<file path="config.mk">
export PLATFORM = sky130hd
export DESIGN_NAME = pc_sequenciador
export DESIGN_NICKNAME = d
export VERILOG_FILES = /design/src/rtl/pc_sequenciador.sv
export SDC_FILE = /design/constraint.sdc
export NUM_CORES = 1
export LEC_CHECK = 0
export ABC_AREA = 1
export BUFFER_PORTS_ARGS = -buffer_cell sky130_fd_sc_hd__buf_4
export CAP_MARGIN = 0
export CORE_AREA = 10 10 81 76
export CTS_CLUSTER_DIAMETER = 40
export DETAILED_ROUTE_END_ITERATION = 10
export DIE_AREA = 0 0 91 86
export PLACE_DENSITY = 0.71
export SLEW_MARGIN = 10
export SYNTH_ARGS = -nofsm -noshare
export SYNTH_HDL_FRONTEND = slang
export SYNTH_SLANG_ARGS = --single-unit
</file>
<file path="constraint.sdc">
create_clock -name clock -period 3.78 [get_ports clock]
set_input_delay 0.378 -clock clock [delete_from_list [all_inputs] [get_ports clock]]
set_output_delay 0.378 -clock clock [all_outputs]
set_load 0.01 [all_outputs]
</file>
<file path="src/rtl/pc_sequenciador.sv">
// Program-counter and sequencing stage ahead of the opcode decoder.
// Holds the instruction-memory PC. It picks the next PC from the decoder's
// flow-control bits, and stalls for switch input (In) or a halt (Break).
// The commit strobe gates every architectural write.
//
// state   | meaning
// --------+-------------------------------------------------------------
// RUN     | one instruction per cycle, commit unless Break/In
// WAIT_IN | In instruction held at the decoder until in_confirm rises
// HALT    | stopped on a Break instruction until resume rises
module pc_sequenciador #(
  parameter int ADDR_W = 10,
  parameter int DATA_W = 32,
  parameter int IMM_W  = 16
) (
  input  logic              clock,
  input  logic              reset,
  input  logic              Jump,
  input  logic              JumpR,
  input  logic              Branch,
  input  logic              BifNot,
  input  logic              Break,
  input  logic              In,
  input  logic              Zero,
  input  logic [IMM_W-1:0]  imm,
  input  logic [25:0]       jump_target,
  input  logic [DATA_W-1:0] reg_target,
  input  logic              in_confirm,
  input  logic              resume,
  output logic [ADDR_W-1:0] pc,
  output logic [ADDR_W-1:0] pc_plus1,
  output logic              commit,
  output logic              waiting_input,
  output logic              halted
);

  typedef enum logic [1:0] {
    ST_RUN     = 2'b00,
    ST_WAIT_IN = 2'b01,
    ST_HALT    = 2'b10
  } state_t;

  localparam int EXT_W = (ADDR_W > IMM_W) ? ADDR_W : IMM_W;

  state_t            state, state_nxt;
  logic [ADDR_W-1:0] pc_nxt;
  logic [ADDR_W-1:0] run_target;
  logic [ADDR_W-1:0] br_target;
  logic [EXT_W-1:0]  imm_ext;
  logic              confirm_q, resume_q;
  logic              rise_c, rise_r;
  logic              taken;
  logic              unused_hi;

  // Only the low ADDR_W bits of the wide targets address instruction memory.
  assign unused_hi = ^{jump_target[25:ADDR_W], reg_target[DATA_W-1:ADDR_W],
                       imm_ext[EXT_W-1:ADDR_W]};

  assign pc_plus1 = pc + ADDR_W'(1);
  assign imm_ext  = EXT_W'($signed(imm));
  assign br_target = pc_plus1 + imm_ext[ADDR_W-1:0];
  assign taken    = (Branch & Zero) | (BifNot & ~Zero);

  // Buttons must be released and pressed again, so only rising edges count.
  assign rise_c = in_confirm & ~confirm_q;
  assign rise_r = resume & ~resume_q;

  // Next PC for a retiring RUN instruction, highest priority first.
  always_comb begin
    run_target = pc_plus1;
    if (Jump && JumpR)  run_target = reg_target[ADDR_W-1:0];
    else if (Jump)      run_target = jump_target[ADDR_W-1:0];
    else if (taken)     run_target = br_target;
  end

  // State register, PC and button history; reset wins over everything.
  always_ff @(posedge clock) begin
    if (reset) begin
      state     <= ST_RUN;
      pc        <= '0;
      confirm_q <= 1'b0;
      resume_q  <= 1'b0;
    end else begin
      state     <= state_nxt;
      pc        <= pc_nxt;
      confirm_q <= in_confirm;
      resume_q  <= resume;
    end
  end

  // Next-state, PC update and status decode, no added latency.
  always_comb begin
    state_nxt     = state;
    pc_nxt        = pc;
    commit        = 1'b0;
    waiting_input = 1'b0;
    halted        = 1'b0;
    case (state)
      ST_RUN: begin
        if (Break) begin
          state_nxt = ST_HALT;
        end else if (In) begin
          state_nxt = ST_WAIT_IN;
        end else begin
          commit = 1'b1;
          pc_nxt = run_target;
        end
      end
      ST_WAIT_IN: begin
        waiting_input = 1'b1;
        if (rise_c) begin
          commit    = 1'b1;
          pc_nxt    = pc_plus1;
          state_nxt = ST_RUN;
        end
      end
      ST_HALT: begin
        halted = 1'b1;
        // The Break itself never retires; execution resumes after it.
        if (rise_r) begin
          pc_nxt    = pc_plus1;
          state_nxt = ST_RUN;
        end
      end
      default: state_nxt = ST_RUN;
    endcase
  end

endmodule

</file>
* Word level (Yosys, flattened, before mapping)
Index checks and enable logic that the tools add are counted.
** Word-level totals
- ROM bits :: 0
- Bits in registers :: 14
- Output and inout port bits :: 23
- Memories :: 0
- Latch bits :: 0
- Memory bits (writable) :: 0
** Operators by class
- Div/mod/pow operators :: 0
- Multiply operators :: 0
- Mux-type cells :: 19
- Bitwise operators :: 8
- Order comparisons :: 0
- Shift operators :: 0
- $add $sub $neg :: 2
- Equal/unequal tests :: 7
- Reductions and logical operators :: 5
** Operators with widths (count)
- $mux 10 :: 7
- $pmux 10 s3 :: 1
- $add 10x1->10 const B :: 1
- $add 10x10->10 :: 1
- $mux 2 :: 4
- $ne 2x2->1 const B :: 4
- $pmux 2 s3 :: 1
- $mux 1 :: 5
- $reduce_and 5->1 :: 1
- $and 1x1->1 :: 4
- $ne 3x3->1 const B :: 1
- $not 1->1 :: 3
- $reduce_and 3->1 :: 1
- $reduce_bool 3->1 :: 1
- $eq 2x1->1 const B :: 1
- $eq 2x2->1 const B :: 1
- $logic_not 2->1 :: 1
- $pmux 1 s2 :: 1
- $logic_and 1x1->1 :: 1
- $or 1x1->1 :: 1

* Logic depth before layout (Yosys ltp)
- Word-level depth :: 9
- Mapped depth :: 18
- Gate-level depth less buffers :: 18

* Worst setup path before layout
OpenSTA, ideal clock, no wires.
- Path type :: register -> register
- Start :: reg pc[0]
- End :: reg pc[9]
- Setup slack :: 1.257 ns
- Cell stages (with the launch flop) :: 18
- Arrival :: 2.388 ns
- Setup time :: 0.135 ns
- Path through :: dfxtp_1 -> ha_1 -> nand3_2 -> nor2_1 -> xor2_1 -> inv_1 -> ha_1 -> nand2_2 -> nor2_2 -> nand3_1 -> nand3_1 -> nand2_1 -> nand3_1 -> nand2_1 -> nand3_1 -> nand2_1 -> nand2_1 -> a21oi_2
** On the way
- Cells in the longest elaborated chain, start to end :: 8
** Ends and longest elaborated chain
- start, declared :: RTL line 30 : output logic [ADDR_W-1:0] pc,
- start signal, assigned :: RTL line 85 : pc <= pc_nxt;
- $add 10x1->10 :: RTL line 59 : assign pc_plus1 = pc + ADDR_W'(1);
- via pc_plus1[6] :: RTL line 31 : output logic [ADDR_W-1:0] pc_plus1,
- $add 10x10->10 :: RTL line 61 : assign br_target = pc_plus1 + imm_ext[ADDR_W-1:0];
- $mux 10 :: RTL line 73 : else if (taken) run_target = br_target;
- $mux 10 :: RTL line 72 : else if (Jump) run_target = jump_target[ADDR_W-1:0];
- $mux 10 :: RTL line 71 : if (Jump && JumpR) run_target = reg_target[ADDR_W-1:0];
- $mux 10 :: RTL line 102 : end else if (In) begin
- $mux 10 :: RTL line 100 : if (Break) begin
- $pmux 10 s3 :: RTL line 98 : case (state)
The timed path passes the listed nets, and every way through them passes these cells. The select of a mux whose other input is x is not followed.
A chain may end at the register's enable or synchronous reset.

* Worst setup path after layout
- Start :: reg pc[0]
- End :: reg pc[9]
** On the way
- Cells in the longest elaborated chain, start to end :: 8
** Ends and longest elaborated chain (RTL line)
- $add 10x1->10 (*) :: 59
- $add 10x10->10 :: 61
- $mux 10 :: 73
- $mux 10 :: 72
- $mux 10 :: 71
- $mux 10 :: 102
- $mux 10 :: 100
- $pmux 10 s3 (*) :: 98
Mark *: on every way between the ends. The rest lies on a longest branch, timed or not. The select of a mux whose other input is x is not followed.

==> flow_summary_export.csv <==
group,metric,value,unit
finish,nNetsFinal,427,
logic_synthesis,post_synth.cell_area_avg,6.15,um2
finish,final_instance_area,2210,um2
timing,setup_total_negative_slack,0,ps
routing,route.detailed.drc,0,
clock_network,tritoncts_clock_tree,"yes",
routing,detailedRoute.firstPassIterationCount,4,
pwr,ir_worst_vdd,0.214,mV
clock_network,clock_sink_count,14,
logic_synthesis,nets_in_the_synthesized_netlist,363,
status,status,"finished clean",
placement,placement_stage_cell_area,2150,um2
setup_path,critPathCaptureType,"flip-flop",
global_routing,initial_antenna_violation_count,0,
global_routing,grt_pass1_wl,8680,um
timing,transition_time_of_the_tightest_slew_check_pin,490,ps
timing,final_min_period_over_clock_period,74.8,%
placement,io_buffer_count,63,
routing,ant_nets,0,
floorplanning,core_area,4430,um2
clock_network,clock_root_buffer,"sky130_fd_sc_hd__clkbuf_8",
logic_synthesis,synthCells,263,
setup_path,worstPathMaxFanout,9,
clock_network,cts-buffers-inserted,3,
clock_network,h-tree-depth,1,
pwr,power.leakage,1.15,nW
clock_network,cts_hold_buffers,0,
routing,drt-wirelength-per-cell,12.9,um
floorplanning,dieHeight,86,um
floorplanning,die_area,7830,um2
routing,vias_per_cell,4.83,
logic_synthesis,yosys.cell_types.count,38,
timing,timing.fmax,0.353,GHz
logic_synthesis,ys_seq_area_share,17.3,%
logic_synthesis,synthesis.area,1620,um2
global_routing,grt_usage,12.9,%
timing,rsz0062_at_grt,"no",
logic_synthesis,postSynthRegisterBits,14,
floorplanning,floorplan.die.width,91,um
setup_path,worstSetupStartpointType,"flip-flop",
placement,globalplace.congestion,0.915,
clock_network,path_clk_slew,60,ps
routing,routed_wirelength,5020,um
timing,slew_headroom,67.0,%
placement,dpl.hpwl,4280,um
pwr,power_density,639,nW/um2
floorplanning,rows,23,
finish,final.fill_count,475,
floorplanning,initial_utilization,36.5,%
timing,timing_hold_violations_final,0,
finish,drive_above_1_share,27.3,%
timing,maxSlewViolCount,0,
finish,antennaDiodeCount,0,
setup_path,criticalPathCategory,"flip-flop to flip-flop",
timing,finalSetupViolations,0,
timing,final_period_minus_worst_setup_slack,2830,ps
finish,flow.area_growth_from_synthesis,36.4,%
job,max_cap_viol_count,0,
clock_network,clkLatencyLatePin,240,ps
routing,vias,1873,
global_routing,first_global_vias,1833,
floorplanning,io-pin-count,108,
routing,drt_iter0_markers,146,
setup_path,timing.critical_path.arrival,2960,ps
setup_path,cp.required,3910,ps
logic_synthesis,synthesis.yosys.warnings,0,
clock_network,post_cts.repair.setup_buffers,0,
hold_path,hold_path.class,"input port to flip-flop",
timing,setup_skew,3.15,ps
clock_network,clockBufferDepth,2,
clock_network,cts_resized,0,
global_routing,grt_start_max_net_pins,14,
global_routing,grt_overflow_total,0,
## cell type report
cell class                      count  area, um2  area share (%)
Multi-Input combinational cell    204       1160            52.8
Timing Repair Buffer               63        473            21.4
Sequential cell                    14        280            12.7
Inverter                           41        156            7.09
Tap cell                           62       77.6            3.51
Clock buffer                        4       55.1            2.49
## layout by cell type, fill, tap and decap left out, types with 3 or more instances in the layout
cell	instances
sky130_fd_sc_hd__inv_1	36
sky130_fd_sc_hd__o21ai_1	5
sky130_fd_sc_hd__a221oi_1	5
sky130_fd_sc_hd__buf_4	63
sky130_fd_sc_hd__nand3_1	15
sky130_fd_sc_hd__dfxtp_1	14
sky130_fd_sc_hd__xor2_1	5
sky130_fd_sc_hd__nand4_1	6
sky130_fd_sc_hd__nor2_2	4
sky130_fd_sc_hd__o21ai_0	12
sky130_fd_sc_hd__a21oi_1	19
sky130_fd_sc_hd__a21oi_2	5
sky130_fd_sc_hd__inv_2	3
sky130_fd_sc_hd__nand2_2	3
sky130_fd_sc_hd__nand2_1	76
sky130_fd_sc_hd__nor2_1	13
sky130_fd_sc_hd__ha_1	14
sky130_fd_sc_hd__clkbuf_8	4
## cells in the mapped netlist (all sizes together)
library cell | instances | area share, %
inv | 39 | 9.0
nand2 | 80 | 19
clkinv | 2 | 0.62
nor3 | 1 | 0.62
a31oi | 2 | 0.77
and2 | 1 | 0.39
o2111ai | 1 | 0.54
o21ai | 18 | 5.8
xor2 | 5 | 2.7
nand3b | 2 | 0.93
a221oi | 5 | 2.7
nand3 | 16 | 5.3
nand4 | 6 | 2.3
a31o | 1 | 0.54
a211oi | 1 | 0.46
or2 | 2 | 0.77
a21oi | 24 | 8.6
nor3b | 1 | 0.46
nor2 | 17 | 4.6
dfxtp | 14 | 17
clkbuf | 3 | 0.70
ha | 14 | 11
buf | 1 | 0.31
o221ai | 2 | 1.1
fa | 1 | 1.2
o211ai | 1 | 0.46
o21bai | 1 | 0.46
a21o | 1 | 0.46
xnor2 | 1 | 0.54
## per-stage QoR
step                utilization, %  std cells  power, W  hold slack, ps  worst slack [ps]
floorplan                        -        263  0.000927             498              1260
global placement              48.6        384   0.00127             496              1000
detailed placement            48.6        384   0.00127             515               981
CTS                           49.8        388   0.00142             352               981
global route                  49.8        388   0.00158             383               670
finish                        49.8        388   0.00141             353               951
## flip-flops by register name, indices dropped and copies added (netlist names)
signal     flops
confirm_q      1
pc            10
resume_q       1
state          2
## cell families (layout without fill, tap and decap cells)
kind of cell             Yosys count  in the layout  synth area share, %
XOR/XNOR                           6              6                 3.25
AO/OA/AOI/OAI                     57             57                 21.9
AND/OR/NAND/NOR                  126            126                 34.8
flip-flops                        14             14                 17.3
adder cells (fa/ha/maj)           15             15                 12.1
buffers and inverters             45            108                 10.7
## worst max-delay path, stage by stage (launching register included)
cell,delay (ps)
sky130_fd_sc_hd__dfxtp_1,510
sky130_fd_sc_hd__ha_1,250
sky130_fd_sc_hd__nand3_2,140
sky130_fd_sc_hd__nor2_1,150
sky130_fd_sc_hd__xor2_1,240
sky130_fd_sc_hd__inv_1,110
sky130_fd_sc_hd__ha_1,370
sky130_fd_sc_hd__nand2_1,100
sky130_fd_sc_hd__nand2_1,70
sky130_fd_sc_hd__a21oi_1,220
sky130_fd_sc_hd__nand4_1,160
sky130_fd_sc_hd__nand3_1,110
sky130_fd_sc_hd__nand2_1,50
sky130_fd_sc_hd__nand3_1,60
sky130_fd_sc_hd__nand2_1,50
sky130_fd_sc_hd__nand2_1,80
sky130_fd_sc_hd__a21oi_2,50
## path summary, 6_finish.rpt
kind,startpoint,to,slack (ps),cells after the start
hold / removal,resume,resume_q,350,3
setup / recovery,pc[0],pc[9],950,16
hold reg to reg,pc[8],pc[8],520,2
setup reg to reg,pc[0],pc[9],950,16
## report_power, final
| group | switching [W] | internal (W) |
|---|---|---|
| logic | 0.000574 | 0.000418 |
| clock network | 0.0000481 | 0.0000920 |
| registers | 0.0000772 | 0.000200 |
## layer usage
metal / vias to the layer above / routed length [um] / track usage (%)
met4: 0 / 23 / 1.28
met3: 2 / 275 / 2.96
li1: 997 / - / -
met5: - / 0 / 0
met2: 64 / 2170 / 20.4
met1: 810 / 2560 / 17.8
No activity file was read; power rests on OpenSTA's default activity.
